$ cat src/rtl/ibex_pkg.sv
// Shared types for the register-file write arbiter: grant encoding and the
// queued external write request.
package ibex_pkg;

  typedef enum logic [1:0] {
    RF_WR_NONE = 2'd0,
    RF_WR_LSU  = 2'd1,
    RF_WR_ID   = 2'd2,
    RF_WR_EXT  = 2'd3
  } rf_wr_src_e;

  typedef struct packed {
    logic [4:0]  waddr;
    logic [31:0] wdata;
  } rf_wr_req_t;

  localparam int unsigned            RfWaitCntW   = 4;
  localparam logic [RfWaitCntW-1:0] RfWaitCntMax = 4'd15;

  function automatic logic rf_wr_is_x0(input logic [4:0] waddr);
    return (waddr == 5'd0);
  endfunction

endpackage

$ cat src/rtl/ibex_rf_wr_arbiter_chk.sv
// Protocol checks for the RF write arbiter: a single in-order writer per cycle
// and at most one outstanding external op per destination register.
module ibex_rf_wr_arbiter_chk (
  input logic        clk_i,
  input logic        rst_ni,
  input logic        lsu_we_i,
  input logic        id_we_i,
  input logic        ext_issue_i,
  input logic [4:0]  ext_issue_waddr_i,
  input logic [31:0] pending_i,
  input logic        pop_i,
  input logic [4:0]  pop_waddr_i
);

  a_single_writer: assert property (@(posedge clk_i) disable iff (!rst_ni)
    !(lsu_we_i && id_we_i));

  // Re-issuing to a register is fine only when its previous result retires now.
  a_single_outstanding: assert property (@(posedge clk_i) disable iff (!rst_ni)
    (ext_issue_i && (ext_issue_waddr_i != 5'd0)) |->
      (!pending_i[ext_issue_waddr_i] || (pop_i && (pop_waddr_i == ext_issue_waddr_i))));

endmodule

$ cat src/rtl/ibex_rf_wr_fifo.sv
// Two-entry FIFO of external write requests. push_i/pop_i arrive already
// qualified by the caller (no push when full, no pop when empty).
module ibex_rf_wr_fifo
  import ibex_pkg::*;
#(
  parameter int unsigned Depth = 2
) (
  input  logic       clk_i,
  input  logic       rst_ni,
  input  logic       push_i,
  input  rf_wr_req_t push_data_i,
  input  logic       pop_i,
  output rf_wr_req_t head_o,
  output logic       full_o,
  output logic       empty_o
);

  rf_wr_req_t mem_q [2];
  rf_wr_req_t mem_d [2];
  logic       wr_ptr_q, wr_ptr_d;
  logic       rd_ptr_q, rd_ptr_d;
  logic [1:0] cnt_q, cnt_d;

  assign head_o  = mem_q[rd_ptr_q];
  assign full_o  = (cnt_q == 2'(Depth));
  assign empty_o = (cnt_q == 2'd0);

  // Next-state for storage, pointers and occupancy.
  always_comb begin
    mem_d = mem_q;
    if (push_i) begin
      mem_d[wr_ptr_q] = push_data_i;
      wr_ptr_d        = ~wr_ptr_q;
    end else begin
      wr_ptr_d = wr_ptr_q;
    end
    if (pop_i) begin
      rd_ptr_d = ~rd_ptr_q;
    end else begin
      rd_ptr_d = rd_ptr_q;
    end
    cnt_d = cnt_q + {1'b0, push_i} - {1'b0, pop_i};
  end

  // State registers.
  always_ff @(posedge clk_i or negedge rst_ni) begin
    if (!rst_ni) begin
      for (int i = 0; i < 2; i++) begin
        mem_q[i] <= '0;
      end
      wr_ptr_q <= 1'b0;
      rd_ptr_q <= 1'b0;
      cnt_q    <= 2'd0;
    end else begin
      mem_q    <= mem_d;
      wr_ptr_q <= wr_ptr_d;
      rd_ptr_q <= rd_ptr_d;
      cnt_q    <= cnt_d;
    end
  end

endmodule

$ cat src/rtl/ibex_rf_wr_arbiter.sv
// Register-file write-port arbiter: LSU > ID/EX > queued external results.
// Define IBEX_RF_ARB_STATS_EN to add stall-cycle and external-write counters.
module ibex_rf_wr_arbiter
  import ibex_pkg::*;
#(
  parameter int unsigned MaxWait      = 4,
  parameter int unsigned ExtFifoDepth = 2
) (
  input  logic        clk_i,
  input  logic        rst_ni,
  input  logic        id_we_i,
  input  logic [4:0]  id_waddr_i,
  input  logic [31:0] id_wdata_i,
  input  logic        lsu_we_i,
  input  logic [4:0]  lsu_waddr_i,
  input  logic [31:0] lsu_wdata_i,
  input  logic        ext_issue_i,
  input  logic [4:0]  ext_issue_waddr_i,
  input  logic        ext_valid_i,
  output logic        ext_ready_o,
  input  logic [4:0]  ext_waddr_i,
  input  logic [31:0] ext_wdata_i,
  output logic        stall_id_o,
  output logic [31:0] pending_o,
  output logic        rf_we_o,
  output logic [4:0]  rf_waddr_o,
  output logic [31:0] rf_wdata_o
`ifdef IBEX_RF_ARB_STATS_EN
  ,
  output logic [31:0] stat_stall_cycles_o,
  output logic [31:0] stat_ext_writes_o
`endif
);

  rf_wr_src_e            grant_s;
  rf_wr_req_t            head_s;
  rf_wr_req_t            push_data_s;
  logic                  fifo_full_s, fifo_empty_s;
  logic                  push_s, pop_s;
  logic [RfWaitCntW-1:0] wait_cnt_q, wait_cnt_d;
  logic                  stall_q, stall_d;
  logic [31:0]           pending_q, pending_d;

  assign ext_ready_o = ~fifo_full_s;
  assign push_s      = ext_valid_i & ~fifo_full_s;
  assign pop_s       = (grant_s == RF_WR_EXT);
  assign push_data_s = '{waddr: ext_waddr_i, wdata: ext_wdata_i};
  assign stall_id_o  = stall_q;
  assign pending_o   = pending_q;

  ibex_rf_wr_fifo #(
    .Depth (ExtFifoDepth)
  ) u_fifo (
    .clk_i       (clk_i),
    .rst_ni      (rst_ni),
    .push_i      (push_s),
    .push_data_i (push_data_s),
    .pop_i       (pop_s),
    .head_o      (head_s),
    .full_o      (fifo_full_s),
    .empty_o     (fifo_empty_s)
  );

  // Same-cycle grant and write-port mux; x0 targets drain without writing.
  always_comb begin
    if (lsu_we_i) begin
      grant_s = RF_WR_LSU;
    end else if (id_we_i) begin
      grant_s = RF_WR_ID;
    end else if (!fifo_empty_s) begin
      grant_s = RF_WR_EXT;
    end else begin
      grant_s = RF_WR_NONE;
    end
    case (grant_s)
      RF_WR_LSU: begin rf_waddr_o = lsu_waddr_i;  rf_wdata_o = lsu_wdata_i;  end
      RF_WR_ID:  begin rf_waddr_o = id_waddr_i;   rf_wdata_o = id_wdata_i;   end
      RF_WR_EXT: begin rf_waddr_o = head_s.waddr; rf_wdata_o = head_s.wdata; end
      default:   begin rf_waddr_o = 5'd0;         rf_wdata_o = 32'd0;        end
    endcase
    rf_we_o = (grant_s != RF_WR_NONE) && !rf_wr_is_x0(rf_waddr_o);
  end

  // Head wait counter, stall request and pending scoreboard next state.
  always_comb begin
    if (fifo_empty_s || pop_s) begin
      wait_cnt_d = '0;
    end else if (wait_cnt_q == RfWaitCntMax) begin
      wait_cnt_d = wait_cnt_q;
    end else begin
      wait_cnt_d = wait_cnt_q + 4'd1;
    end
    stall_d = (wait_cnt_d >= 4'(MaxWait));

    pending_d = pending_q;
    if (pop_s && !rf_wr_is_x0(head_s.waddr)) begin
      pending_d[head_s.waddr] = 1'b0;
    end else begin
      pending_d = pending_q;
    end
    // Applied after the clear so a new issue wins over a retiring result.
    if (ext_issue_i && !rf_wr_is_x0(ext_issue_waddr_i)) begin
      pending_d[ext_issue_waddr_i] = 1'b1;
    end else begin
      pending_d = pending_d;
    end
  end

  // Control state registers.
  always_ff @(posedge clk_i or negedge rst_ni) begin
    if (!rst_ni) begin
      wait_cnt_q <= '0;
      stall_q    <= 1'b0;
      pending_q  <= 32'd0;
    end else begin
      wait_cnt_q <= wait_cnt_d;
      stall_q    <= stall_d;
      pending_q  <= pending_d;
    end
  end

`ifdef IBEX_RF_ARB_STATS_EN
  logic [31:0] stat_stall_cycles_q;
  logic [31:0] stat_ext_writes_q;

  assign stat_stall_cycles_o = stat_stall_cycles_q;
  assign stat_ext_writes_o   = stat_ext_writes_q;

  // Free-running statistics, wrapping at 2^32.
  always_ff @(posedge clk_i or negedge rst_ni) begin
    if (!rst_ni) begin
      stat_stall_cycles_q <= 32'd0;
      stat_ext_writes_q   <= 32'd0;
    end else begin
      stat_stall_cycles_q <= stat_stall_cycles_q + {31'd0, stall_q};
      stat_ext_writes_q   <= stat_ext_writes_q +
                             {31'd0, (pop_s && !rf_wr_is_x0(head_s.waddr))};
    end
  end
`endif

  ibex_rf_wr_arbiter_chk u_chk (
    .clk_i             (clk_i),
    .rst_ni            (rst_ni),
    .lsu_we_i          (lsu_we_i),
    .id_we_i           (id_we_i),
    .ext_issue_i       (ext_issue_i),
    .ext_issue_waddr_i (ext_issue_waddr_i),
    .pending_i         (pending_q),
    .pop_i             (pop_s),
    .pop_waddr_i       (head_s.waddr)
  );

endmodule
$ cat config.mk
export PLATFORM = sky130hd
export DESIGN_NAME = ibex_rf_wr_arbiter
export DESIGN_NICKNAME = d
export VERILOG_FILES = /design/src/rtl/ibex_pkg.sv /design/src/rtl/ibex_rf_wr_arbiter_chk.sv /design/src/rtl/ibex_rf_wr_fifo.sv /design/src/rtl/ibex_rf_wr_arbiter.sv
export SDC_FILE = /design/constraint.sdc
export NUM_CORES = 1
export LEC_CHECK = 0
export CAP_MARGIN = 15
export CORE_MARGIN = 2
export CORE_UTILIZATION = 47
export CTS_BUF_LIST = sky130_fd_sc_hd__clkbuf_4
export DETAILED_ROUTE_END_ITERATION = 8
export PLACE_DENSITY = 0.82
export SYNTH_ARGS = -nofsm -noshare
export SYNTH_HDL_FRONTEND = slang
export SYNTH_SLANG_ARGS = --single-unit
$ cat constraint.sdc
create_clock -name clk_i -period 2.3 [get_ports clk_i]
set_clock_uncertainty 0.1 [all_clocks]
set_input_delay 0.69 -clock clk_i [delete_from_list [all_inputs] [get_ports clk_i]]
set_output_delay 0.69 -clock clk_i [all_outputs]
set_load 0.02 [all_outputs]
==> impl_metrics.yaml, run 1 <==
synthesis:
  synth_seq_area_share_pct: 50.7
  post-synth-top-area-fraction_pct: 50.7
  synth_area_leader_cell: "sky130_fd_sc_hd__dfrtp_1"
  ys.warnings.count: 0
  synth_cells: 463
  mappedNetlistArea_um2: 5680
  synthTopCellsByArea: "sky130_fd_sc_hd__dfrtp_1, sky130_fd_sc_hd__mux2_4, sky130_fd_sc_hd__o21ai_0"
  synth-main-ff-cell: "sky130_fd_sc_hd__dfrtp_1"
  async_flop_share_pct: 100
  synth_enable_flop_cells: 0
  mappedNetlistNets: 588
  yosys_register_bits: 115
  synth.avg_cell_area_um2: 12.3
  count_of_unique_library_cells_instantiated_by_yosys: 39
drt:
  avgViaCountPerCell: 5.64
  route.vias.total: 4940
  route.detailed.wl_per_inst_um: 20.2
  drt-total-wl_um: 17700
  route.detailed.drc: 0
  initial_drc_count: 211
  antenna_left: 0
  detail_route.first_pass.iterations: 5
global_route:
  grt-ovfl-total: 0
  grt_start_max_net_pins: 55
  grt_first_pass_wirelength_um: 27200
  grt_busiest_layer: "met2"
  antenna_violations_before_repair: 0
  groute.layer.met2.usage_pct: 48.3
  grt_usage_pct: 27.3
  groute.layer.met1.usage_pct: 33.4
  use_met3_pct: 5.90
  grt_pass1_vias: 5209
final_layout:
  area_delta_synth_final_pct: 59.2
  drive_above_1_share_pct: 35.4
  antenna_cells: 0
  post-route-cell-area_um2: 9040
  post-route-util_pct: 75.9
  nets: 841
sta:
  timing_max_transition_violations_final: 0
  period_share_pct: 122
  holdWs_ps: 284
  rsz0062_at_grt: "true"
  fin_ws_ps: -505
  worst-slew-pin-transition_ps: 445
  fin_setup_tns_ps: -13120
  hold_viol: 0
  timing.final.crit_period_ps: 2800
  max_freq_ghz: 0.357
  maxSlewHeadroom_pct: 70.3
  setup-violations-final: 38
critical_path:
  reg2reg_to: "u_fifo.cnt_q[1]$_DFF_PN0_"
  r2r.worst_path.cells: 11
  critPathCapture: "rf_wdata_o[28]"
  crit_type: "reg -> out"
  worst-endpoint-required_ps: 1510
  worst-path-max-fanout: 9
  setup.worst_path.start: "u_fifo.rd_ptr_q$_DFFE_PN0N_"
  start_kind: "register"
  setup.worst_path.end_class: "output pin"
  timing.reg2reg.setup_slack_ps: 170
  startpoint_of_the_lowest_slack_register_to_register_path: "u_fifo.cnt_q[0]$_DFF_PN0_"
  worstPathArrival_ps: 2010
die:
  effective_utilization_at_floorplan_pct: 47.7
  number_of_placement_rows: 40
  io_pins: 194
  total_die_area_um2: 13000
  fp.coreArea_um2: 11900
  fp.dieH_um: 114
  fp.dieW_um: 114
power_and_ir_drop:
  p_clk_share_pct: 15.1
  p_int_w: 0.00740
  cellPowerDensity_nw_per_um2: 1290
  switching_share_pct: 36.4
  combinationalPowerShare_pct: 52.2
  irDropWorstVdd_v: 0.000968
  power.switching_w: 0.00424
  power.sequential.fraction_pct: 32.7
  p_leak_nw: 4.17
status:
  outcome: "finished with violations"
  failed_checks: "setup timing"
clock_network:
  cts-root-buf: "sky130_fd_sc_hd__clkbuf_4"
  clk_pin_slew_worst_paths_ps: 110
  cts_htree_levels: 4
  tritoncts.num_buffers: 17
  later_pin_clock_latency_in_the_skew_report_ps: 490
  cts_tree: "yes"
  max-clock-path-buffers: 2
  clock_sinks: 115
min_path:
  min-delay-path-class: "reg -> reg"
place:
  placed_cell_area_um2: 8120
  port_buffers: 193
  place.gp.congestion: 0.853
  place_hpwl_um: 11900
job:
  drv_cap: 0
## worst max-delay path, cell delays in order (launching register included)
cell and delay [ps]:
sky130_fd_sc_hd__dfrtp_2 500, sky130_fd_sc_hd__buf_6 190, sky130_fd_sc_hd__buf_12 170, sky130_fd_sc_hd__mux2i_2 250
sky130_fd_sc_hd__o21ai_1 90, sky130_fd_sc_hd__dlygate4sd2_1 320
## worst min path at each step
stage / from / endpoint / slack (ps) / cells after the start
after global placement: pending_o[0]$_DFF_PN0_ / pending_o[0]$_DFF_PN0_ / 270 / 0
after global routing: pending_o[0]$_DFF_PN0_ / pending_o[0]$_DFF_PN0_ / 310 / 0
final: pending_o[0]$_DFF_PN0_ / pending_o[0]$_DFF_PN0_ / 280 / 0
after CTS: pending_o[0]$_DFF_PN0_ / pending_o[0]$_DFF_PN0_ / 290 / 0
after detailed placement: pending_o[0]$_DFF_PN0_ / pending_o[0]$_DFF_PN0_ / 270 / 0
after floorplan: rst_ni / pending_o[0]$_DFF_PN0_ / 290 / 0
## cell families (layout without fill, tap and decap cells)
logic type      Yosys count  in the layout  synth area share (%)
simple gates             54             54                  5.31
flops                   115            115                  50.7
fa+ha+maj                 3              3                 0.661
buf+inv                  30            296                  3.35
xor+xnor                  5              5                 0.771
mux                     111            111                  24.4
compound gates          145            145                  14.9
## synth_stat cells, types with 2 or more instances
| library cell | count |
|---|---|
| sky130_fd_sc_hd__nand2b_1 | 3 |
| sky130_fd_sc_hd__nand3_1 | 5 |
| sky130_fd_sc_hd__nor3b_1 | 2 |
| sky130_fd_sc_hd__nor2b_1 | 2 |
| sky130_fd_sc_hd__nor2_1 | 7 |
| sky130_fd_sc_hd__buf_6 | 8 |
| sky130_fd_sc_hd__o21ai_1 | 9 |
| sky130_fd_sc_hd__mux2i_1 | 37 |
| sky130_fd_sc_hd__nand2_1 | 14 |
| sky130_fd_sc_hd__ha_1 | 3 |
| sky130_fd_sc_hd__buf_2 | 5 |
| sky130_fd_sc_hd__o21ai_0 | 92 |
| sky130_fd_sc_hd__dfrtp_1 | 115 |
| sky130_fd_sc_hd__inv_1 | 3 |
| sky130_fd_sc_hd__nand3b_1 | 5 |
| sky130_fd_sc_hd__xnor2_1 | 5 |
| sky130_fd_sc_hd__mux2_2 | 26 |
| sky130_fd_sc_hd__o21ai_2 | 2 |
| sky130_fd_sc_hd__nor3_1 | 4 |
| sky130_fd_sc_hd__inv_2 | 2 |
| sky130_fd_sc_hd__clkbuf_1 | 9 |
| sky130_fd_sc_hd__buf_4 | 3 |
| sky130_fd_sc_hd__mux2_4 | 48 |
| sky130_fd_sc_hd__or3b_2 | 3 |
| sky130_fd_sc_hd__a22oi_1 | 36 |
| sky130_fd_sc_hd__o22ai_1 | 2 |
## metrics by stage
stage                     power (W)  cells  worst slack, ps
after global placement      0.00884    820            -1110
after detailed placement    0.00907    820            -1130
after floorplan             0.00686    463             -164
final                        0.0116    876             -505
after CTS                    0.0115    873             -513
after global routing         0.0122    876             -618
## layout by cell type (no fill, tap or decap), types with 3 or more instances in the layout
master                            count
sky130_fd_sc_hd__a22oi_1             33
sky130_fd_sc_hd__a22oi_2              3
sky130_fd_sc_hd__buf_12              13
sky130_fd_sc_hd__buf_16               6
sky130_fd_sc_hd__buf_2                7
sky130_fd_sc_hd__buf_4               47
sky130_fd_sc_hd__buf_6               22
sky130_fd_sc_hd__bufinv_16            5
sky130_fd_sc_hd__clkbuf_4            18
sky130_fd_sc_hd__clkdlybuf4s50_1    119
sky130_fd_sc_hd__clkinvlp_4           4
sky130_fd_sc_hd__dfrtp_1            114
sky130_fd_sc_hd__dlygate4sd2_1       16
sky130_fd_sc_hd__dlymetal6s2s_1      26
sky130_fd_sc_hd__ha_1                 3
sky130_fd_sc_hd__inv_1                3
sky130_fd_sc_hd__mux2_2              26
sky130_fd_sc_hd__mux2_4              48
sky130_fd_sc_hd__mux2i_1             22
sky130_fd_sc_hd__mux2i_2             10
sky130_fd_sc_hd__mux2i_4              5
sky130_fd_sc_hd__nand2_1             14
sky130_fd_sc_hd__nand3_1              5
sky130_fd_sc_hd__nand3b_1             5
sky130_fd_sc_hd__nor2_1               6
sky130_fd_sc_hd__nor3_1               4
sky130_fd_sc_hd__o21ai_0             57
sky130_fd_sc_hd__o21ai_1             24
sky130_fd_sc_hd__o21ai_2             19
sky130_fd_sc_hd__o21ai_4              3
sky130_fd_sc_hd__or3b_2               3
sky130_fd_sc_hd__xnor2_1              5
## cell type report
type	count	area [um^2]
flip-flops and latches	115	2880
fillers	720	2870
multi-input cells	318	2860
repair buffers	259	2750
clock inverters	14	210
well taps	147	184
clock buffers	18	135
inverters	5	18.8
## power by group through the flow
stage          combinational [W]  clock (W)  sequential [W]
6_report                 0.00607    0.00176         0.00381
4_1_cts                  0.00592    0.00178         0.00376
3_5_place_dp             0.00535          0         0.00372
5_1_grt                  0.00644    0.00189         0.00390
3_3_place_gp             0.00519          0         0.00364
2_1_floorplan            0.00296          0         0.00390
## routing by layer
layer	vias to the layer above	wire [um]	part of all wire (%)
li1	2233	-	-
met1	2456	6870	39
met2	224	9330	53
met3	27	1150	6.5
met4	0	308	1.7
met5	-	0	0
## sequential cells by signal, indices dropped and copies added, names as in the netlist
| signal | flops |
|---|---|
| u_fifo.wr_ptr_q | 1 |
| wait_cnt_q | 4 |
| stall_id_o | 1 |
| u_fifo.cnt_q | 2 |
| u_fifo.mem_q | 74 |
| pending_o | 32 |
| u_fifo.rd_ptr_q | 1 |
## timing repair
| item | 4_1_cts | 5_1_grt |
|---|---|---|
| setup buffers | 14 | 3 |
| hold buffers | 1 | 0 |
| hold endpoints to repair | 2 | 0 |
| setup endpoints to repair | 45 | 65 |
| pin swaps | 5 | 5 |
| gates resized for setup | 203 | 53 |
| cloned | 6 | 0 |
No activity file was read; power rests on OpenSTA's default activity.
==> run 2: changes to the inputs <==
--- a/constraint.sdc
+++ b/constraint.sdc
@@ -4,2 +4,2 @@
 set_output_delay 0.69 -clock clk_i [all_outputs]
-set_load 0.02 [all_outputs]
+set_load 0.1 [all_outputs]
==> run 2 against run 1 <==
Net effect: the run still ends with setup timing left; design area is 11% higher; largest power group unchanged; critical path type is now in -> out; count of clock-buffer cells in the layout unchanged; total power up 39%; maximum frequency fell by 4.2%; core utilization up 8.3 points; hold slack gained 9.3 ps; sequential cell count unchanged.
==> impl_metrics.yaml, run 2 (synthesis results as in run 1) <==
status:
  outcome: "finished with violations"
  failed_checks: "setup timing"
critical_path:
  total_buffers_and_inverters_traversed_by_the_critical_path: 2
  timing.reg2reg.setup_slack_ps: 10
  start_kind: "input pin"
  worst-path-max-fanout: 2
  setup.worst_path.end_class: "output pin"
  worst-endpoint-required_ps: 1510
  cpPeakStageDelay_ps: 460
  reg2reg_to: "pending_o[1]$_DFF_PN0_"
  critPathSlowestCell: "sky130_fd_sc_hd__clkdlybuf4s50_1"
  worstPathArrival_ps: 2140
  cells_along_the_critical_path: "clkdlybuf4s50_1 > a22oi_2 > o21ai_4 > nor4_4 > nand2b_4 > buf_12"
  crit_type: "in -> out"
  cp_top_family: "buffers and inverters"
  r2r.worst_path.cells: 8
  startpoint_of_the_lowest_slack_register_to_register_path: "u_fifo.rd_ptr_q$_DFFE_PN0N_"
sta:
  hold_viol: 0
  max_freq_ghz: 0.341
  holdWs_ps: 293
  fin_ws_ps: -629
  fin_setup_tns_ps: -16140
  maxSlewHeadroom_pct: 70.3
  timing_max_transition_violations_final: 0
  timing.final.crit_period_ps: 2930
  rsz0062_at_grt: "true"
  worst-slew-pin-transition_ps: 445
  period_share_pct: 127
  setup-violations-final: 38
drt:
  route.detailed.drc: 0
  avgViaCountPerCell: 6.09
  drt-total-wl_um: 21600
  route.detailed.wl_per_inst_um: 24.7
  initial_drc_count: 360
  detail_route.first_pass.iterations: 5
  route.vias.total: 5326
  antenna_left: 0
place:
  place.gp.congestion: 0.921
  place_hpwl_um: 12800
  port_buffers: 193
final_layout:
  nets: 839
  layout.cells.most_common_list: "sky130_fd_sc_hd__clkdlybuf4s50_1, sky130_fd_sc_hd__dfrtp_1, sky130_fd_sc_hd__buf_12"
  drive_above_1_share_pct: 46.4
  largest_register_ff_count: 74
  layout_commonest_cell: "sky130_fd_sc_hd__clkdlybuf4s50_1"
  largest-register: "u_fifo.mem_q"
  area_delta_synth_final_pct: 76.7
clock_network:
  cts_tree: "yes"
  max-clock-path-buffers: 2
  cts_htree_levels: 4
  cts-root-buf: "sky130_fd_sc_hd__clkbuf_4"
  clock_sinks: 115
  later_pin_clock_latency_in_the_skew_report_ps: 540
  tritoncts.num_buffers: 17
  clk_pin_slew_worst_paths_ps: 110
die:
  fp.dieH_um: 114
  effective_utilization_at_floorplan_pct: 47.7
  number_of_placement_rows: 40
  fp.dieW_um: 114
  fp.coreArea_um2: 11900
  io_pins: 194
  total_die_area_um2: 13000
global_route:
  grt_pass1_vias: 5386
  grt_first_pass_wirelength_um: 29000
  antenna_violations_before_repair: 1
  grt_usage_pct: 29.6
  grt-ovfl-total: 0
  grt_start_max_net_pins: 59
min_path:
  min-delay-path-class: "reg -> reg"
  worstHoldStart: "pending_o[0]$_DFF_PN0_"
  holdPathStages: 0
  min_to: "pending_o[0]$_DFF_PN0_"
power_and_ir_drop:
  irDropWorstVdd_v: 0.00157
  p_leak_nw: 4.20
  cellPowerDensity_nw_per_um2: 1620
job:
  drv_cap: 0
run 2: cell count changes in the layout (fill, tap and decap cells not counted), moves of 5 or more:
| cell | before | now |
|---|---|---|
| sky130_fd_sc_hd__buf_12 | 13 | 79 |
| sky130_fd_sc_hd__o21ai_4 | 3 | 36 |
| sky130_fd_sc_hd__dlymetal6s2s_1 | 26 | 0 |
| sky130_fd_sc_hd__mux2i_1 | 22 | 4 |
| sky130_fd_sc_hd__o21ai_1 | 24 | 7 |
| sky130_fd_sc_hd__dlygate4sd2_1 | 16 | 0 |
| sky130_fd_sc_hd__o21ai_2 | 19 | 3 |
| sky130_fd_sc_hd__mux2i_2 | 10 | 22 |
| sky130_fd_sc_hd__buf_4 | 47 | 39 |
| sky130_fd_sc_hd__buf_6 | 22 | 15 |
| sky130_fd_sc_hd__buf_2 | 7 | 1 |
| sky130_fd_sc_hd__mux2i_4 | 5 | 11 |
| sky130_fd_sc_hd__buf_16 | 6 | 1 |
run 2: timing repair:
action                     CTS  global route
hold endpoints to repair     6             0
buffers inserted            14            11
setup endpoints to repair   42            38
hold buffers                 1             0
pin swaps                    4            14
gates resized for setup     55            31
gates cloned                 1             3
run 2: area by class of cell:
| class | instances | area (um^2) |
|---|---|---|
| Fill cell | 560 | 1880 |
| Timing Repair Buffer | 257 | 3340 |
| Clock inverter | 14 | 140 |
| Multi-Input combinational cell | 318 | 3330 |
| Tap cell | 147 | 184 |
| Clock buffer | 18 | 135 |
| Sequential cell | 115 | 2880 |
| Inverter | 5 | 18.8 |
| Antenna cell | 1 | 2.50 |
run 2: metal layers:
layer  GRT usage [%]  up-vias  routed length [um]
met1            34.8     2630                7700
met4            13.0        0                1230
met5               0        -                   0
met3            8.40      102                1700
met2            50.7      374               10900
li1                -     2220                   -
run 2: how the worst max path moves through the flow:
stage                                     start       endpoint  slack, ps  depth (start not counted)
floorplan                               id_we_i        rf_we_o       -500                          6
global placement                        id_we_i  rf_wdata_o[3]       -770                          7
detailed placement                      id_we_i  rf_wdata_o[3]       -790                          7
CTS                   u_fifo.cnt_q[1]$_DFF_PN0_        rf_we_o       -560                          6
global route        u_fifo.rd_ptr_q$_DFFE_PN0N_        rf_we_o       -660                          6
finish                           lsu_waddr_i[0]        rf_we_o       -630                          6
run 2: per-stage QoR:
step | total power, W | cells | utilization [%] | worst slack [ps] | cell area, um^2
after floorplan | 0.00996 | 463 | - | -495 | 6150
after global placement | 0.0129 | 816 | 76.6 | -769 | 9130
after detailed placement | 0.0131 | 816 | 76.6 | -788 | 9130
after CTS | 0.0152 | 863 | 81.9 | -563 | 9750
after global routing | 0.0167 | 875 | 84.2 | -663 | 10000
final | 0.0162 | 875 | 84.2 | -629 | 10000
run 2: power breakdown:
part / switching, W / internal (W) / leakage [nW]
clock network: 0.000850 / 0.000648 / 0.143
registers: 0.00108 / 0.00305 / 1.36
logic: 0.00602 / 0.00457 / 2.70
